**config.mk**
```make
export PLATFORM = sky130hd
export DESIGN_NAME = rr_propose_scheduler
export DESIGN_NICKNAME = d
export VERILOG_FILES = /design/src/rtl/stable_match_pkg.sv /design/src/rtl/rr_onehot_to_idx.sv /design/src/rtl/rr_propose_scheduler.sv
export SDC_FILE = /design/constraint.sdc
export NUM_CORES = 1
export LEC_CHECK = 0
export ABC_AREA = 1
export CORE_ASPECT_RATIO = 1.4
export CORE_MARGIN = 8
export CORE_UTILIZATION = 45
export CTS_CLUSTER_DIAMETER = 120
export DETAILED_ROUTE_END_ITERATION = 12
export HOLD_SLACK_MARGIN = 0.05
export PLACE_DENSITY = 0.78
export SYNTH_ARGS = -nofsm -noshare
export SYNTH_HDL_FRONTEND = slang
export SYNTH_SLANG_ARGS = --single-unit
```
**constraint.sdc**
```tcl
create_clock -name clk -period 1.6 [get_ports clk]
set_clock_uncertainty 0.15 [all_clocks]
set_input_delay 0.16 -clock clk [delete_from_list [all_inputs] [get_ports clk]]
set_output_delay 0.16 -clock clk [all_outputs]
set_load 0.05 [all_outputs]
```
**src/rtl/stable_match_pkg.sv**
```systemverilog
// Shared types and defaults for the round-robin propose scheduler.
// FSM state encoding plus default sizing constants.
package stable_match;

  typedef enum logic [1:0] {
    IDLE,
    GRANT,
    HOLD
  } state_t;

  localparam int LOGS_DEF    = 4;
  localparam int TIMEOUT_DEF = 255;

endpackage

```
**src/rtl/rr_onehot_to_idx.sv**
```systemverilog
// One-hot to binary encoder built as a recursive halving OR-tree.
// Output is 0 when the one-hot input is 0.
module rr_onehot_to_idx #(
  parameter int logS = 4
) (
  input  logic [2**logS-1:0] oh,
  output logic [logS-1:0]    idx
);

  localparam int S = 2**logS;

  generate
    if (logS == 1) begin : g_leaf
      logic unused_lsb;
      assign unused_lsb = oh[0];
      assign idx = oh[1];
    end else begin : g_node
      logic [logS-2:0] lo_i;
      logic [logS-2:0] hi_i;

      rr_onehot_to_idx #(.logS(logS-1)) u_lo (
        .oh  (oh[S/2-1:0]),
        .idx (lo_i)
      );

      rr_onehot_to_idx #(.logS(logS-1)) u_hi (
        .oh  (oh[S-1:S/2]),
        .idx (hi_i)
      );

      assign idx = {|oh[S-1:S/2], lo_i | hi_i};
    end
  endgenerate

endmodule

```
**src/rtl/rr_propose_scheduler.sv**
```systemverilog
// Round-robin proposer scheduler: IDLE -> GRANT -> HOLD with sticky grants.
// Define PROPOSE_WATCHDOG_EN to build the HOLD watchdog (timeout pulse).
module rr_propose_scheduler
  import stable_match::*;
#(
  parameter int logS    = LOGS_DEF,
  parameter int TIMEOUT = TIMEOUT_DEF
) (
  input  logic              clk,
  input  logic              rst,
  input  logic [2**logS-1:0] req,
  output logic              grant_valid,
  input  logic              grant_ready,
  output logic [2**logS-1:0] grant_onehot,
  output logic [logS-1:0]   grant_idx,
  input  logic              done,
  output logic              busy,
  output logic              timeout
);

  localparam int S = 2**logS;
  localparam logic [S-1:0] LSB = S'(1);

  state_t st, st_nx;
  logic [logS-1:0] ptr, ptr_nx;
  logic [S-1:0] oh, oh_nx;
  logic [S-1:0] ones, mask, hit, pick;

  // Two-pass find-first: bits at/above ptr, else wrap to lowest bit.
  assign ones = '1;
  assign mask = ones << ptr;
  assign hit  = req & mask;
  assign pick = (|hit) ? (hit & (~hit + LSB))
                       : (req & (~req + LSB));

`ifdef PROPOSE_WATCHDOG_EN
  localparam int CW = $clog2(TIMEOUT + 1);
  logic [CW-1:0] cnt, cnt_nx;
  logic tmo;
`endif

  always_comb begin
    st_nx  = st;
    ptr_nx = ptr;
    oh_nx  = oh;
`ifdef PROPOSE_WATCHDOG_EN
    cnt_nx = cnt;
    tmo    = 1'b0;
`endif
    unique case (st)
      IDLE: begin
        if (|req) begin
          oh_nx = pick;
          st_nx = GRANT;
        end
      end
      GRANT: begin
        if (grant_ready) begin
          st_nx  = HOLD;
          ptr_nx = grant_idx + logS'(1);
`ifdef PROPOSE_WATCHDOG_EN
          cnt_nx = '0;
`endif
        end
      end
      HOLD: begin
        if (done) begin
          st_nx = IDLE;
          oh_nx = '0;
        end
`ifdef PROPOSE_WATCHDOG_EN
        else if (cnt == CW'(TIMEOUT - 1)) begin
          tmo   = 1'b1;
          st_nx = IDLE;
          oh_nx = '0;
        end else begin
          cnt_nx = cnt + CW'(1);
        end
`endif
      end
      default: begin
        st_nx = IDLE;
        oh_nx = '0;
      end
    endcase
  end

  always_ff @(posedge clk or negedge rst) begin
    if (!rst) begin
      st  <= IDLE;
      ptr <= '0;
      oh  <= '0;
    end else begin
      st  <= st_nx;
      ptr <= ptr_nx;
      oh  <= oh_nx;
    end
  end

`ifdef PROPOSE_WATCHDOG_EN
  always_ff @(posedge clk or negedge rst) begin
    if (!rst) begin
      cnt <= '0;
    end else begin
      cnt <= cnt_nx;
    end
  end

  assign timeout = tmo;
`else
  assign timeout = 1'b0;
`endif

  rr_onehot_to_idx #(.logS(logS)) u_enc (
    .oh  (oh),
    .idx (grant_idx)
  );

  assign grant_onehot = oh;
  assign grant_valid  = (st == GRANT);
  assign busy         = (st != IDLE);

endmodule

```
After elaboration in Yosys (flattened, before gate mapping)
Index checks and enable logic that the tools add are counted.
Widths: inputs -> output; s select.
{"block": "totals", "memories": 0, "in_bits": 20, "latchBits": 0, "elab_cells": 47, "ram_bits": 0, "ff_bits": 22, "romBits": 0, "output_inout_bits": 23}
{"block": "op_classes", "addsub": 3, "mux": 8, "n_div": 0, "order_cmp": 0, "reduce_logical": 14, "shifts": 1, "bitwise": 13, "eq_ne": 5, "multipliers": 0}
{"operator": "$and 16x16->16", "n": 3}
{"operator": "$mux 16", "n": 3}
{"operator": "$pmux 16 s3", "n": 1}
{"operator": "$add 16x1->16 const B", "n": 2}
{"operator": "$not 16->16", "n": 2}
{"operator": "$reduce_or 16->1", "n": 2}
{"operator": "$shl 16x4->16 const A", "n": 1}
{"operator": "$reduce_or 2->1", "n": 4}
{"operator": "$reduce_or 4->1", "n": 2}
{"operator": "$reduce_or 8->1", "n": 1}
{"operator": "$mux 2", "n": 3}
{"operator": "$pmux 2 s3", "n": 1}
{"operator": "$reduce_and 3->1", "n": 2}
{"operator": "$add 4x1->4 const B", "n": 1}
{"operator": "$ne 2x2->1 const B", "n": 2}
{"operator": "$or 1x1->1", "n": 4}
{"operator": "$or 2x2->2", "n": 2}
{"operator": "$or 3x3->3", "n": 1}
{"operator": "$eq 2x1->1 const B", "n": 1}
{"operator": "$eq 2x2->1 const B", "n": 1}
{"operator": "$logic_not 2->1", "n": 1}
{"operator": "$ne 2x1->1 const B", "n": 1}
{"operator": "$reduce_and 2->1", "n": 1}
{"operator": "$reduce_bool 2->1", "n": 1}
{"operator": "$not 1->1", "n": 1}

Depth between registers and ports, before layout
{"block": "logic_depth", "ltp_word": 8, "mapped_depth": 12, "depth_no_buf": 12}

By module
A second synthesis with hierarchy kept.
{"block": "hier_totals", "hier_cells": 325, "area_unflattened_um2": 1985.7}
{"module": "rr_propose_scheduler", "cells_per_inst": 265, "seq_area_each_um2": 550.5, "n_inst": 1, "area_per_inst_um2": 1712.9}
{"module": "rr_onehot_to_idx (u_enc.g_node.u_hi.g_node.u_hi ...)", "cells_per_inst": 6, "seq_area_each_um2": 0.0, "n_inst": 4, "area_per_inst_um2": 22.5}
{"module": "rr_onehot_to_idx (u_enc)", "cells_per_inst": 18, "seq_area_each_um2": 0.0, "n_inst": 1, "area_per_inst_um2": 75.1}
{"module": "rr_onehot_to_idx (u_enc.g_node.u_hi.g_node.u_hi.g_node.u_hi ...)", "cells_per_inst": 1, "seq_area_each_um2": 0.0, "n_inst": 8, "area_per_inst_um2": 7.5}
{"module": "rr_onehot_to_idx (u_enc.g_node.u_hi ...)", "cells_per_inst": 5, "seq_area_each_um2": 0.0, "n_inst": 2, "area_per_inst_um2": 23.8}

Worst setup path before layout
OpenSTA, ideal clock, no wires.
{"block": "synth_timing", "path_kind": "register to register", "from": "register oh[6], in the netlist grant_onehot[6]", "to": "register ptr[2]", "arrival_ps": 1978, "n_path_buf": 0, "setup_time_ps": 130, "path_slack_ps": -658, "required_ps": 1320, "synth_period_minus_slack_ps": 2258, "path_stages_with_launch": 6, "path_cell_list": "dfrtp_1 -> nor4_1 -> nand3_1 -> ha_1 -> xnor2_1 -> o21ai_0"}
{"block": "synth_via", "elab_chain_len": 4, "word_cells_on_any_way": 5, "cone_classes": "add/sub: 1; bitwise: 2; reduce/logical: 2"}
{"item": "from (decl)", "line": "rr_propose_scheduler.sv:26", "source": "logic [S-1:0] oh, oh_nx;"}
{"item": "from (signal assigned)", "line": "rr_propose_scheduler.sv:96", "source": "oh <= oh_nx;"}
{"item": "$reduce_or 2->1", "line": "rr_onehot_to_idx.sv:31", "source": "assign idx = {|oh[S-1:S/2], lo_i | hi_i};"}
{"item": "$or 2x2->2", "line": "rr_onehot_to_idx.sv:31"}
{"item": "$or 3x3->3", "line": "rr_onehot_to_idx.sv:31"}
{"item": "named net grant_idx[1]", "line": "rr_propose_scheduler.sv:15", "source": "output logic [logS-1:0] grant_idx,"}
{"item": "$add 4x1->4", "line": "rr_propose_scheduler.sv:60", "source": "ptr_nx = grant_idx + logS'(1);"}
{"item": "to (signal assigned)", "line": "rr_propose_scheduler.sv:95", "source": "ptr <= ptr_nx;"}
{"item": "to (decl)", "line": "rr_propose_scheduler.sv:25", "source": "logic [logS-1:0] ptr, ptr_nx;"}
The timed path passes the listed nets, and every way through them passes these cells.
A chain may end at the register's enable or synchronous reset.

Worst setup path in the final report
{"block": "layout_timing", "from": "register ptr[2]", "to": "register oh[7], in the netlist grant_onehot[7]"}
{"block": "layout_via", "elab_chain_len": 8, "word_cells_on_any_way": 9, "cone_classes": "add/sub: 1; shift: 1; mux: 3; bitwise: 3; reduce/logical: 1"}
{"item": "$shl 16x4->16 (*)", "line": "rr_propose_scheduler.sv:31", "source": "assign mask = ones << ptr;"}
{"item": "$and 16x16->16 (*)", "line": "rr_propose_scheduler.sv:32", "source": "assign hit = req & mask;"}
{"item": "$not 16->16", "line": "rr_propose_scheduler.sv:33", "source": "assign pick = (|hit) ? (hit & (~hit + LSB))"}
{"item": "$add 16x1->16", "line": "rr_propose_scheduler.sv:33"}
{"item": "$and 16x16->16", "line": "rr_propose_scheduler.sv:33"}
{"item": "$mux 16 (*)", "line": "rr_propose_scheduler.sv:33"}
{"item": "$mux 16 (*)", "line": "rr_propose_scheduler.sv:52", "source": "if (|req) begin"}
{"item": "$pmux 16 s3 (*)", "line": "rr_propose_scheduler.sv:50", "source": "unique case (st)"}
Mark *: on every way between the ends. The rest lies on a longest branch, timed or not. The select of a mux whose other input is x is not followed.

==> results by group <==
Final layout
  – Area Overhead vs Synth: 99.79%
  – Final core occ: 91.52%
  – Layout Nets: 426
  – Layout cells sized above 1: 51.49%
  – Fin cells: 447
  – Final Instance Area: between 0.003 and 0.004 mm2
  – Ant diodes: 0

Global routing
  – GR Util All Layers: around a quarter
  – Grt ovf: 0
  – Largest net degree at the start of global routing: 23
  – Vias in the first global route: 2709
  – Antenna violations before repair: 0
  – First-pass GRT wire length: around 12 mm

Clock tree
  – TritonCTS clock tree: done
  – Clock Sinks: 22
  – Clk Latency, worst-skew pair: 290 ps
  – Inserted Clock Buffers: 3
  – Htree depth: 1
  – Clock slew at reported path FFs: 90 ps
  – Hold buffer count at cts: 0
  – CTS Buffer Depth: 2
  – Root Driver: clkbuf_8

Setup path
  – Cell repeated most along the worst path: nand2_1
  – Worst EP arrival: 2040 ps
  – Worst Path Max Fanout: 7
  – Crit. End Element: flip-flop
  – CP bufs+invs: 0
  – CP delay by family, top: simple AND/OR/NAND/NOR gates
  – Startpoint types: flip-flop
  – Slowest cell on the critical path: dfrtp_2
  – Critical path origin: ptr[2]$_DFFE_PN0P_
  – Worst Path Required: 1640 ps
  – WS Path Type: reg -> reg
  – Worst path max stage delay: 540 ps
  – Cell-by-cell trace of the critical path: nand2_4, nand2_1, nand2_1, nand2_2, nand2_1, nor2_2, nand2_4, nor2_4, nand2_1, nand3_2, nand2_1
  – R2r startpoint: ptr[2]$_DFFE_PN0P_

Die
  – Die X-Extent: around 69 um
  – Die height: 90.09 um
  – Core Region: 0.003851 mm2
  – Initial Util: 45.81%
  – Die area: 0.006208 mm2
  – Top Ports: between 40 and 50
  – # rows: 27

Synthesis
  – Yosys Warn Count: 0
  – FF+latch count, synth: 22
  – Post-Synthesis Cells: 282
  – Syn Area/Cell: around 6.3 um2
  – Cell Area, Synth: ~0.0018 mm2
  – Synth cell types: 29
  – Syn Nets: 303
  – Post-synth EDFFs: 0
  – Post-synth top flop: dfrtp_1
  – Sequential-to-total area share from yosys stat: 31.21%
  – Fraction of registers with async set/reset: 100.0%

Detailed routing
  – Vias post-DR: 2714
  – Routed wire per std cell: a little over 20 um
  – Post-route DRC: 0
  – DR pass1 iterations: 5
  – DR vias/cell: 6.072
  – Final wirelength: around 9.2 mm
  – Antenna viol nets, final: 0
  – DR iter-0 viols: between 200 and 300

Run
  – Maxcap violations: 0

STA
  – Fin crit period: approximately 2000 ps
  – Final worst setup slack: -400.9 ps
  – Final period util: 125.1%
  – Finish-stage setup viols: 24
  – Achievable Freq: around 0.5 GHz
  – Max-slew violations: 0
  – Unrepaired setup endpoints after global routing: yes
  – Final count of hold timing violations: 0

Outcome
  – Failing checks: negative setup slack
  – Outcome: finished with violations

Place
  – Gpl congestion: 0.9387
  – Placed cell areas: 0.002894 mm2
  – Placed Cells: approximately 420
  – Dpl ws: -486.1 ps
  – I/O Buffers: 41
  – Placed wire-length estimate: between 4 and 5 mm

Worst hold path
  – Hold WC Path Type: in -> async

Power and ir drop
  – PwrDens: 1494 mW/mm2
  – VDD IR max: ~1.8 mV
  – Total Power: 5.264 mW
  – Leakage: 1.823 nW
cell usage in the layout (no fill, tap or decap), types with 12 or more instances in the layout:
cell type / n
buf_12: 16
buf_4: 76
buf_6: 15
clkdlybuf4s50_1: 14
dfrtp_1: 13
inv_1: 20
nand2_1: 85
nand2_2: 15
nand3_1: 19
nand3_2: 12
nor2_1: 14
state kept, by name (all words and copies together) (netlist names):
register      cells
st                2
ptr               4
grant_onehot     16
per-layer routing:
metal | share of wire, % | vias to the layer above | track usage (%) | wire [um]
met2 | 52 | 254 | 44.56 | 4740
met4 | 7.7 | 0 | 19.83 | 707
met5 | 0 | - | 0 | 0
li1 | - | 1150 | - | -
met3 | 8.4 | 81 | 4.596 | 771
met1 | 32 | 1229 | 25.26 | 2975
final timing paths:
kind	slack (ps)	cells after the start	to
max in group asynchronous	960	2	grant_onehot[15]$_DFFE_PN0P_
min reg2reg	380	2	grant_onehot[0]$_DFFE_PN0P_
max reg2reg	-400	11	grant_onehot[7]$_DFFE_PN0P_
min in group clk	230	5	grant_onehot[9]$_DFFE_PN0P_
max	-400	11	grant_onehot[7]$_DFFE_PN0P_
min	70	2	st[0]$_DFFE_PN0P_
synth_stat cells, types with 3 or more instances:
library cell	instances	area share (%)
nand2_2	5	1.8
inv_1	25	5.3
nand4_1	10	3.5
or2_2	3	1.1
nor4_1	3	1.1
nand3b_1	5	2.1
buf_4	10	4.3
nor3_1	5	1.4
nor2_1	28	6.0
nand3_1	34	9.6
o21ai_0	6	1.7
nand2_1	105	22
dfrtp_1	22	31
area by class of cell:
class	instances	area [um2]
Clock buffer	4	45.04
Sequential cell	22	561.8
Tap cell	43	53.80
Inverter	27	106.4
Multi-Input combinational cell	221	1443
Fill cell	152	326.6
Timing Repair Buffer	130	1315
repair_timing:
action / CTS / global route
resized for setup: 74 / 43
cloned: 1 / 0
pin swaps: 44 / 40
endpoints found under the hold margin: 0 / 0
setup buffers: 17 / 9
endpoints found under the setup margin: 24 / 25
kinds of logic (layout without fill, tap and decap cells):
kind of cell	Yosys count	count (layout)	share of synthesized area (%)
flops	22	22	31.21
buf+inv	40	161	11.13
fa+ha+maj	1	1	0.7091
compound gates	13	13	4.256
simple gates	204	205	51.99
other cells	1	1	0.2126
xor+xnor	1	1	0.4965
power breakdown:
| group | internal [mW] | switching [mW] | total, mW |
|---|---|---|---|
| clock | 0.179 | 0.218 | 0.398 |
| combinational | 1.77 | 2.16 | 3.93 |
| sequential | 0.688 | 0.245 | 0.933 |
| total | 2.64 | 2.63 | 5.26 |
per-stage QoR:
stage | hold slack, ps | setup TNS (ps)
2_1_floorplan | -285.6 | -1336
3_3_place_gp | 320.5 | -7459
3_5_place_dp | 327.9 | -7779
4_1_cts | 96.89 | -3317
5_1_grt | 85.79 | -8830
6_report | 71.87 | -7065
(Power assumes the default switching activity.)
